$ cat src/rtl/match_round_controller.sv
// match_round_controller: best-of-N fight sequencer (IDLE -> COUNTDOWN -> FIGHT -> ROUND_END -> MATCH_END).
// Optional macro SUDDEN_DEATH_EN: an equal-health timeout keeps fighting, untimed, until a KO.
module match_round_controller #(
   parameter int HP_W            = 9,
   parameter int TICK_HZ         = 20,
   parameter int COUNTDOWN_TICKS = 60,
   parameter int ROUND_TICKS     = 1200,
   parameter int ROUND_END_TICKS = 40,
   parameter int HOLD_TICKS      = 40,
   parameter int ROUNDS_TO_WIN   = 2,
   parameter int MAX_ROUNDS      = 5
) (
   input  logic            clk,
   input  logic            reset_n,
   input  logic            tick,
   input  logic            start_btn,
   input  logic [HP_W-1:0] health_1,
   input  logic [HP_W-1:0] health_2,
   output logic            round_reset,
   output logic            freeze,
   output logic [2:0]      state,
   output logic [1:0]      countdown,
   output logic [6:0]      seconds_left,
   output logic [1:0]      round_wins_1,
   output logic [1:0]      round_wins_2,
   output logic [2:0]      round_num,
   output logic [1:0]      match_winner
);

   localparam int MAX_A = (COUNTDOWN_TICKS > ROUND_END_TICKS) ? COUNTDOWN_TICKS : ROUND_END_TICKS;
   localparam int MAX_B = (HOLD_TICKS > TICK_HZ) ? HOLD_TICKS : TICK_HZ;
   localparam int MAX_T = (MAX_A > MAX_B) ? MAX_A : MAX_B;
   localparam int CNT_W = $clog2(MAX_T + 1);

   localparam logic [CNT_W-1:0] CD_LAST    = CNT_W'(COUNTDOWN_TICKS - 1);
   localparam logic [CNT_W-1:0] RE_LAST    = CNT_W'(ROUND_END_TICKS - 1);
   localparam logic [CNT_W-1:0] HOLD_LAST  = CNT_W'(HOLD_TICKS - 1);
   localparam logic [CNT_W-1:0] SEC_LAST   = CNT_W'(TICK_HZ - 1);
   localparam logic [6:0]       ROUND_SECS = 7'(ROUND_TICKS / TICK_HZ);
   localparam logic [1:0]       WIN_CNT    = 2'(ROUNDS_TO_WIN);
   localparam logic [2:0]       LAST_ROUND = 3'(MAX_ROUNDS);
   localparam logic [CNT_W+1:0] CD_MUL     = (CNT_W+2)'(3);
   localparam logic [CNT_W+1:0] CD_DIV     = (CNT_W+2)'(COUNTDOWN_TICKS);

   typedef enum logic [2:0] {
      S_IDLE      = 3'd0,
      S_COUNTDOWN = 3'd1,
      S_FIGHT     = 3'd2,
      S_ROUND_END = 3'd3,
      S_MATCH_END = 3'd4
   } state_t;

   state_t           cur_state;
   state_t           nxt_state;
   logic             start_q;
   logic [CNT_W-1:0] tick_cnt;
   logic [6:0]       seconds_q;
   logic [1:0]       wins1_q;
   logic [1:0]       wins2_q;
   logic [2:0]       round_num_q;
   logic [1:0]       winner_q;
   logic             round_reset_q;

   logic             start_rise;
   logic             round_over;
   logic             p1_point;
   logic             p2_point;
   logic             match_done;
   logic [1:0]       winner_d;
   logic             pulse_d;
   logic [CNT_W+1:0] cd_scaled;
   logic [CNT_W+1:0] cd_step;

   assign start_rise = start_btn & ~start_q;
   assign match_done = (wins1_q == WIN_CNT) || (wins2_q == WIN_CNT) || (round_num_q == LAST_ROUND);

   // KO checks take priority over the clock; both-down is a draw.
   always_comb begin
      round_over = 1'b0;
      p1_point   = 1'b0;
      p2_point   = 1'b0;
      if (health_1 == '0 && health_2 == '0) begin
         round_over = 1'b1;
      end else if (health_1 == '0) begin
         round_over = 1'b1;
         p2_point   = 1'b1;
      end else if (health_2 == '0) begin
         round_over = 1'b1;
         p1_point   = 1'b1;
      end else if (seconds_q == '0) begin
         if (health_1 > health_2) begin
            round_over = 1'b1;
            p1_point   = 1'b1;
         end else if (health_2 > health_1) begin
            round_over = 1'b1;
            p2_point   = 1'b1;
         end else begin
`ifdef SUDDEN_DEATH_EN
            round_over = 1'b0;
`else
            round_over = 1'b1;
`endif
         end
      end
   end

   always_comb begin
      winner_d = 2'b11;
      if (wins1_q > wins2_q)
         winner_d = 2'b01;
      else if (wins2_q > wins1_q)
         winner_d = 2'b10;
   end

   // State register
   always_ff @(posedge clk or negedge reset_n) begin
      if (!reset_n)
         cur_state <= S_IDLE;
      else
         cur_state <= nxt_state;
   end

   // Next-state logic
   always_comb begin
      nxt_state = cur_state;
      case (cur_state)
         S_IDLE:      if (start_rise) nxt_state = S_COUNTDOWN;
         S_COUNTDOWN: if (tick && tick_cnt == CD_LAST) nxt_state = S_FIGHT;
         S_FIGHT:     if (round_over) nxt_state = S_ROUND_END;
         S_ROUND_END: if (tick && tick_cnt == RE_LAST) nxt_state = match_done ? S_MATCH_END : S_COUNTDOWN;
         S_MATCH_END: if (tick && start_btn && tick_cnt == HOLD_LAST) nxt_state = S_IDLE;
         default:     nxt_state = S_IDLE;
      endcase
   end

   assign pulse_d = ((nxt_state == S_COUNTDOWN) && (cur_state != S_COUNTDOWN)) ||
                    ((cur_state == S_MATCH_END) && (nxt_state == S_IDLE));

   // One counter serves every timed state: elapsed ticks, sub-second phase, or start hold.
   always_ff @(posedge clk or negedge reset_n) begin
      if (!reset_n) begin
         start_q       <= 1'b0;
         round_reset_q <= 1'b0;
         tick_cnt      <= '0;
      end else begin
         start_q       <= start_btn;
         round_reset_q <= pulse_d;
         if (nxt_state != cur_state) begin
            tick_cnt <= '0;
         end else begin
            case (cur_state)
               S_COUNTDOWN, S_ROUND_END: begin
                  if (tick) tick_cnt <= tick_cnt + 1'b1;
               end
               S_FIGHT: begin
                  if (tick) tick_cnt <= (tick_cnt == SEC_LAST) ? '0 : tick_cnt + 1'b1;
               end
               S_MATCH_END: begin
                  if (!start_btn)
                     tick_cnt <= '0;
                  else if (tick)
                     tick_cnt <= tick_cnt + 1'b1;
               end
               default: tick_cnt <= '0;
            endcase
         end
      end
   end

   always_ff @(posedge clk or negedge reset_n) begin
      if (!reset_n) begin
         seconds_q <= '0;
      end else if (cur_state == S_COUNTDOWN && nxt_state == S_FIGHT) begin
         seconds_q <= ROUND_SECS;
      end else if (cur_state == S_FIGHT && nxt_state == S_FIGHT && tick &&
                   tick_cnt == SEC_LAST && seconds_q != '0) begin
         seconds_q <= seconds_q - 1'b1;
      end else if (cur_state == S_MATCH_END && nxt_state == S_IDLE) begin
         seconds_q <= '0;
      end
   end

   always_ff @(posedge clk or negedge reset_n) begin
      if (!reset_n) begin
         wins1_q     <= '0;
         wins2_q     <= '0;
         round_num_q <= '0;
         winner_q    <= '0;
      end else begin
         case (cur_state)
            S_IDLE: begin
               if (nxt_state == S_COUNTDOWN) begin
                  wins1_q     <= '0;
                  wins2_q     <= '0;
                  round_num_q <= 3'd1;
                  winner_q    <= '0;
               end
            end
            S_FIGHT: begin
               if (round_over) begin
                  if (p1_point && wins1_q != 2'd3) wins1_q <= wins1_q + 1'b1;
                  if (p2_point && wins2_q != 2'd3) wins2_q <= wins2_q + 1'b1;
               end
            end
            S_ROUND_END: begin
               if (nxt_state == S_COUNTDOWN)
                  round_num_q <= round_num_q + 1'b1;
               else if (nxt_state == S_MATCH_END)
                  winner_q <= winner_d;
            end
            S_MATCH_END: begin
               if (nxt_state == S_IDLE) begin
                  wins1_q     <= '0;
                  wins2_q     <= '0;
                  round_num_q <= '0;
                  winner_q    <= '0;
               end
            end
            default: ;
         endcase
      end
   end

   assign cd_scaled = {2'b00, tick_cnt} * CD_MUL;
   assign cd_step   = cd_scaled / CD_DIV;

   // Output logic
   always_comb begin
      state        = cur_state;
      freeze       = (cur_state != S_FIGHT);
      round_reset  = round_reset_q;
      seconds_left = seconds_q;
      round_wins_1 = wins1_q;
      round_wins_2 = wins2_q;
      round_num    = round_num_q;
      match_winner = winner_q;
      countdown    = 2'd0;
      if (cur_state == S_COUNTDOWN) begin
         if (cd_step == '0)
            countdown = 2'd3;
         else if (cd_step == (CNT_W+2)'(1))
            countdown = 2'd2;
         else
            countdown = 2'd1;
      end
   end

endmodule

$ cat config.mk
export PLATFORM = sky130hd
export DESIGN_NAME = match_round_controller
export DESIGN_NICKNAME = d
export VERILOG_FILES = /design/src/rtl/match_round_controller.sv
export SDC_FILE = /design/constraint.sdc
export NUM_CORES = 1
export LEC_CHECK = 0
export ABC_AREA = 1
export CAP_MARGIN = 10
export CORE_ASPECT_RATIO = 0.6
export CORE_MARGIN = 2
export CORE_UTILIZATION = 53
export DETAILED_ROUTE_END_ITERATION = 7
export PLACE_DENSITY = 0.9
export SLEW_MARGIN = 15
export SYNTH_ARGS = -nofsm -noshare
export SYNTH_HDL_FRONTEND = slang
export SYNTH_SLANG_ARGS = --single-unit
$ cat constraint.sdc
create_clock -name clk -period 2.2 [get_ports clk]
set_input_delay 0.22 -clock clk [delete_from_list [all_inputs] [get_ports clk]]
set_output_delay 0.22 -clock clk [all_outputs]
set_load 0.005 [all_outputs]
# Word-level counts from Yosys, hierarchy flattened
# Cells that the tools add are included.
# op_classes
n_mul	1
add_sub_neg	5
n_div	1
mux	51
n_reduce_logical	32
bitwise	2
n_eq_ne	28
order_cmp	4
# op_table
op	n
6-bit 2-to-1 mux	5
3-bit 2-to-1 mux	9
2-bit 2-to-1 mux	12
7-bit 2-to-1 mux	3
9-bit greater-than comparator	2
9-bit logical NOT	2
2-bit case mux with 3 select lines	3
6-bit case mux with 3 select lines	1
1-bit 2-to-1 mux	16
3-bit case mux with 5 select lines	1
5-bit AND reduction	3
1-bit logical AND	14
2-bit inequality test, second input constant	7
6-bit equality test, second input constant	2
3-bit by 2-bit equality test with 1-bit output, second input constant	3
3-bit equality test, second input constant	3
3-bit case mux with 3 select lines	1
3-bit nonzero test	3
8-bit by 6-bit divider with 8-bit output, second input constant	1
8-bit by 1-bit equality test with 1-bit output, second input constant	1
8-bit logical NOT	1
6-bit by 2-bit multiplier with 8-bit output, second input constant	1
7-bit logical NOT	1
7-bit nonzero test	1
other kinds (19)	28
# word_totals
wordCells	133
input_bits	22
register_bits	27
out_inout_bits	23

# Depth between registers and ports, before layout
# logic_depth
depth_word	14
mapped_depth	15
ltp_nobuf	15

# Worst setup path before layout
# Ideal clock, no wire load.
# synth_path
kind	register -> output
from	register tick_cnt[1]
to	output port countdown[0]
path_buffers	0
t_arrival_ns	1.887
stages_incl_launch_ff	11
slack_ns	0.093
required_time_ns	1.980
path_cell_list	dfrtp_1 ha_1 inv_1 fa_1 o21ai_0 xor2_1 nor3_1 nand2_1 nand2_1 nor2_1 nor2_1
# synth_via
elab_chain_len	6
elab_cells_between_ends	7
cone_classes	mul: 1; div: 1; eq/ne: 1; mux: 3; reduce/logical: 1
# synth_lines
item	line_no	text
start: declaration	56	logic [CNT_W-1:0] tick_cnt;
start signal: assignment	153	if (tick) tick_cnt <= tick_cnt + 1'b1;
start signal: assignment	156	if (tick) tick_cnt <= (tick_cnt == SEC_LAST) ? '0 : tick_cnt + 1'b1;
start signal: assignment	162	tick_cnt <= tick_cnt + 1'b1;
6-bit by 2-bit multiplier with 8-bit output *	224	assign cd_scaled = {2'b00, tick_cnt} * CD_MUL;
8-bit by 6-bit divider with 8-bit output *	225	assign cd_step = cd_scaled / CD_DIV;
8-bit by 1-bit equality test with 1-bit output	241	else if (cd_step == (CNT_W+2)'(1))
2-bit 2-to-1 mux	241	
2-bit 2-to-1 mux *	239	if (cd_step == '0)
2-bit 2-to-1 mux *	238	if (cur_state == S_COUNTDOWN) begin
end: declaration	22	output logic [1:0] countdown,
# Every way passes the cells marked *; elsewhere a longest branch is shown, timed or not.

# Final worst setup path
# Same ends and word-level chain as after synthesis.

==> metrics <==
outcome=complete, but fails checks; failing checks=setup timing; Mapped Nets=about 400; Tmin final=between 2 and 3 ns; global-route wire length before repair=12.2 mm; Final Cell Area=3310 um^2; final hold vios=0; Synth area leaders=dfrtp_1 27%, ha_1 15%, nand2_1 11%; clock network latency to the later pin of the worst-skew pair=~0.28 ns; PortBufs=44; Reg clk slew, reported paths=0.10 ns; global-route usage over all layers=approximately 29%; final wirelength=7.59 mm; sequential-to-total area share from yosys stat=a little over a quarter; ANT cells=0; cell area after synthesis=around 2500 um^2; initial antenna violation count=0; clock buffer depth=2; net count reported at finish=between 400 and 500; peak supply drop=between 0.5 and 0.6 mV; fraction of layout cells with a size suffix above 1=about 20%; die area=5300 um^2; Die Ht=57.2 um; crit path DAT=approximately 2.3 ns; io pins=45; clk sink count=27; H-tree lvl count=1; CTS Hold Buffers Added=0; Clock Skew=~0.0067 ns; pre-CTS setup slack=-0.451 ns; HP Class=in -> async; Pleak=0.00171 uW; GP Congestion=approximately 0.95; Synth top area share=between 20% and 30%; Finished Core Util=between 70% and 80%; final worst path period share=114%; Worst Setup End Kind=output pin; largest area contributor in the netlist=dfrtp_1; pin count of the biggest net entering global routing=28; CP Max Fanout=4; Max-slew headroom=just under 70%; drt pass-1 iters=6; DRC=0; async set or reset register ratio after synthesis=100%; Placed Cells=approximately 470; DP Wirelength=5.36 mm; Max Fclk=about 400 MHz; Post-synth top cells=74 x nand2_1, 49 x inv_1, 29 x ha_1; CTS tree=done; Yosys warnings=0; Avg WL per Cell=about 16 um; final setup margin=-0.306 ns; placed cell area=between 3000 and 4000 um^2; Die X=92.7 um; WS Path Type=reg -> out; register bit total from synthesis=27; most frequent cell after synthesis=nand2_1; Critical Path RT=about 2 ns; fin cells=between 400 and 500; routed vias/inst=approximately 5.7; final setup fails=2; Max-Cap Viols=0; Cell Pwr Density=just under 800 nW/um^2; remaining antenna violation count after routing=0; Primary FF master, synth=dfrtp_1; Clk Tree Root Cell=clkbuf_8; post-synthesis cell count=about 340; Area growth syn-to-layout=32.3%; RSZ-0062 raised after global routing=true; CTS Buf Count=3; Rows=19; Slew @ Worst Pin=0.459 ns; Initial Util=approximately 55%; Iteration-0 DRC Markers=about 300; via count=around 2700; Cell variety after synth=35; total gr overflow=0; Post-synth EDFFs=0; Mapped Avg Cell Area=between 7 and 8 um^2; fin. max-slew vios=0; crit path launch type=flop; Core ar.=between 4000 and 5000 um^2; vias in the first global route=around 2500
-- stage by stage --
step	power, uW	TNS [ns]	hold slack, ns
after floorplan	1460	0	-0.0756
after global placement	1980	-0.506	0.482
after detailed placement	2050	-0.748	0.494
after CTS	2440	-0.299	0.338
after global routing	2750	-0.824	0.343
final	2560	-0.481	0.314
-- registers in the layout, summed over array words and instances, names as in the netlist --
name	cells
round_wins_2	2
round_wins_1	2
state	3
round_num	3
match_winner	2
start_q	1
tick_cnt	6
seconds_left	7
round_reset	1
-- cell usage in the layout, fill, tap and decap left out, types with 6 or more instances in the layout --
| master | Yosys | layout |
|---|---|---|
| clkdlybuf4s50_1 | 0 | 42 |
| dfrtp_1 | 27 | 25 |
| xor2_1 | 9 | 8 |
| o21ai_0 | 10 | 9 |
| nor2_4 | 7 | 8 |
| ha_1 | 29 | 26 |
| nand2_1 | 74 | 72 |
| nor2_1 | 25 | 24 |
| o21ai_1 | 6 | 6 |
| inv_2 | 4 | 7 |
| a21oi_1 | 13 | 12 |
| inv_1 | 49 | 46 |
| nand3_1 | 23 | 22 |
| nand4_1 | 14 | 14 |
| buf_4 | 0 | 24 |
| nand2_2 | 9 | 10 |
-- power by group --
| group | switching (uW) | internal [uW] | total [uW] | leakage (uW) |
|---|---|---|---|---|
| clock | 161 | 130 | 291 | 0.0000228 |
| sequential | 115 | 592 | 708 | 0.000349 |
| combinational | 856 | 708 | 1560 | 0.00134 |
-- repair_timing --
| item | in CTS | in global routing |
|---|---|---|
| setup endpoints to repair | 2 | 18 |
| hold endpoints to repair | 0 | 0 |
| setup buffers | 2 | 1 |
| pin swaps | 9 | 7 |
| resized for setup | 20 | 10 |
-- layer usage --
layer | vias up | wire (um) | GRT usage, %
li1 | 1247 | - | -
met1 | 1249 | 3310 | 41.7
met2 | 176 | 3320 | 46.0
met3 | 32 | 744 | 5.81
met4 | 0 | 213 | 4.83
met5 | - | 0 | 0
-- kinds of logic (layout without fill, tap and decap cells) --
family	count (synthesis)	after routing	share of synthesized area (%)
fa+ha+maj	30	30	15.3
buf+inv	56	127	8.50
xor+xnor	11	11	3.85
compound gates	41	41	9.35
flops	27	27	27.0
simple gates	173	173	36.0
-- critical path: stages, from the launching register on --
cell and delay [ns]:
dfrtp_1 0.41, ha_2 0.20, inv_2 0.04, fa_2 0.36
buf_6 0.14, xor2_2 0.14, nor3_2 0.24, nand2_1 0.11
nand2_2 0.09, nor2_2 0.04, nor2_1 0.12, buf_2 0.13
-- cell type report --
type	count	area [um^2]
Sequential cell	27	678
Fill cell	346	1260
Inverter	54	203
Clock buffer	4	45.0
Tap cell	63	78.8
Multi-Input combinational cell	255	1680
Timing Repair Buffer	69	622
-- final timing paths --
check	startpoint	to	cells past startpoint	slack (ns)
worst max-delay path	tick_cnt[1]$_DFFE_PN0P_	countdown[0]	11	-0.31
worst min register to register	match_winner[0]$_DFFE_PN0P_	match_winner[0]$_DFFE_PN0P_	2	0.51
max in group asynchronous	reset_n	round_wins_2[0]$_DFFE_PN0P_	2	1.60
worst max register to register	tick_cnt[3]$_DFFE_PN0P_	round_num[2]$_DFFE_PN0P_	12	0.01
min in group clk	start_btn	start_q$_DFF_PN0_	1	0.44
worst min-delay path	reset_n	round_wins_1[1]$_DFFE_PN0P_	2	0.31
Power figures use the tool's default switching activity.
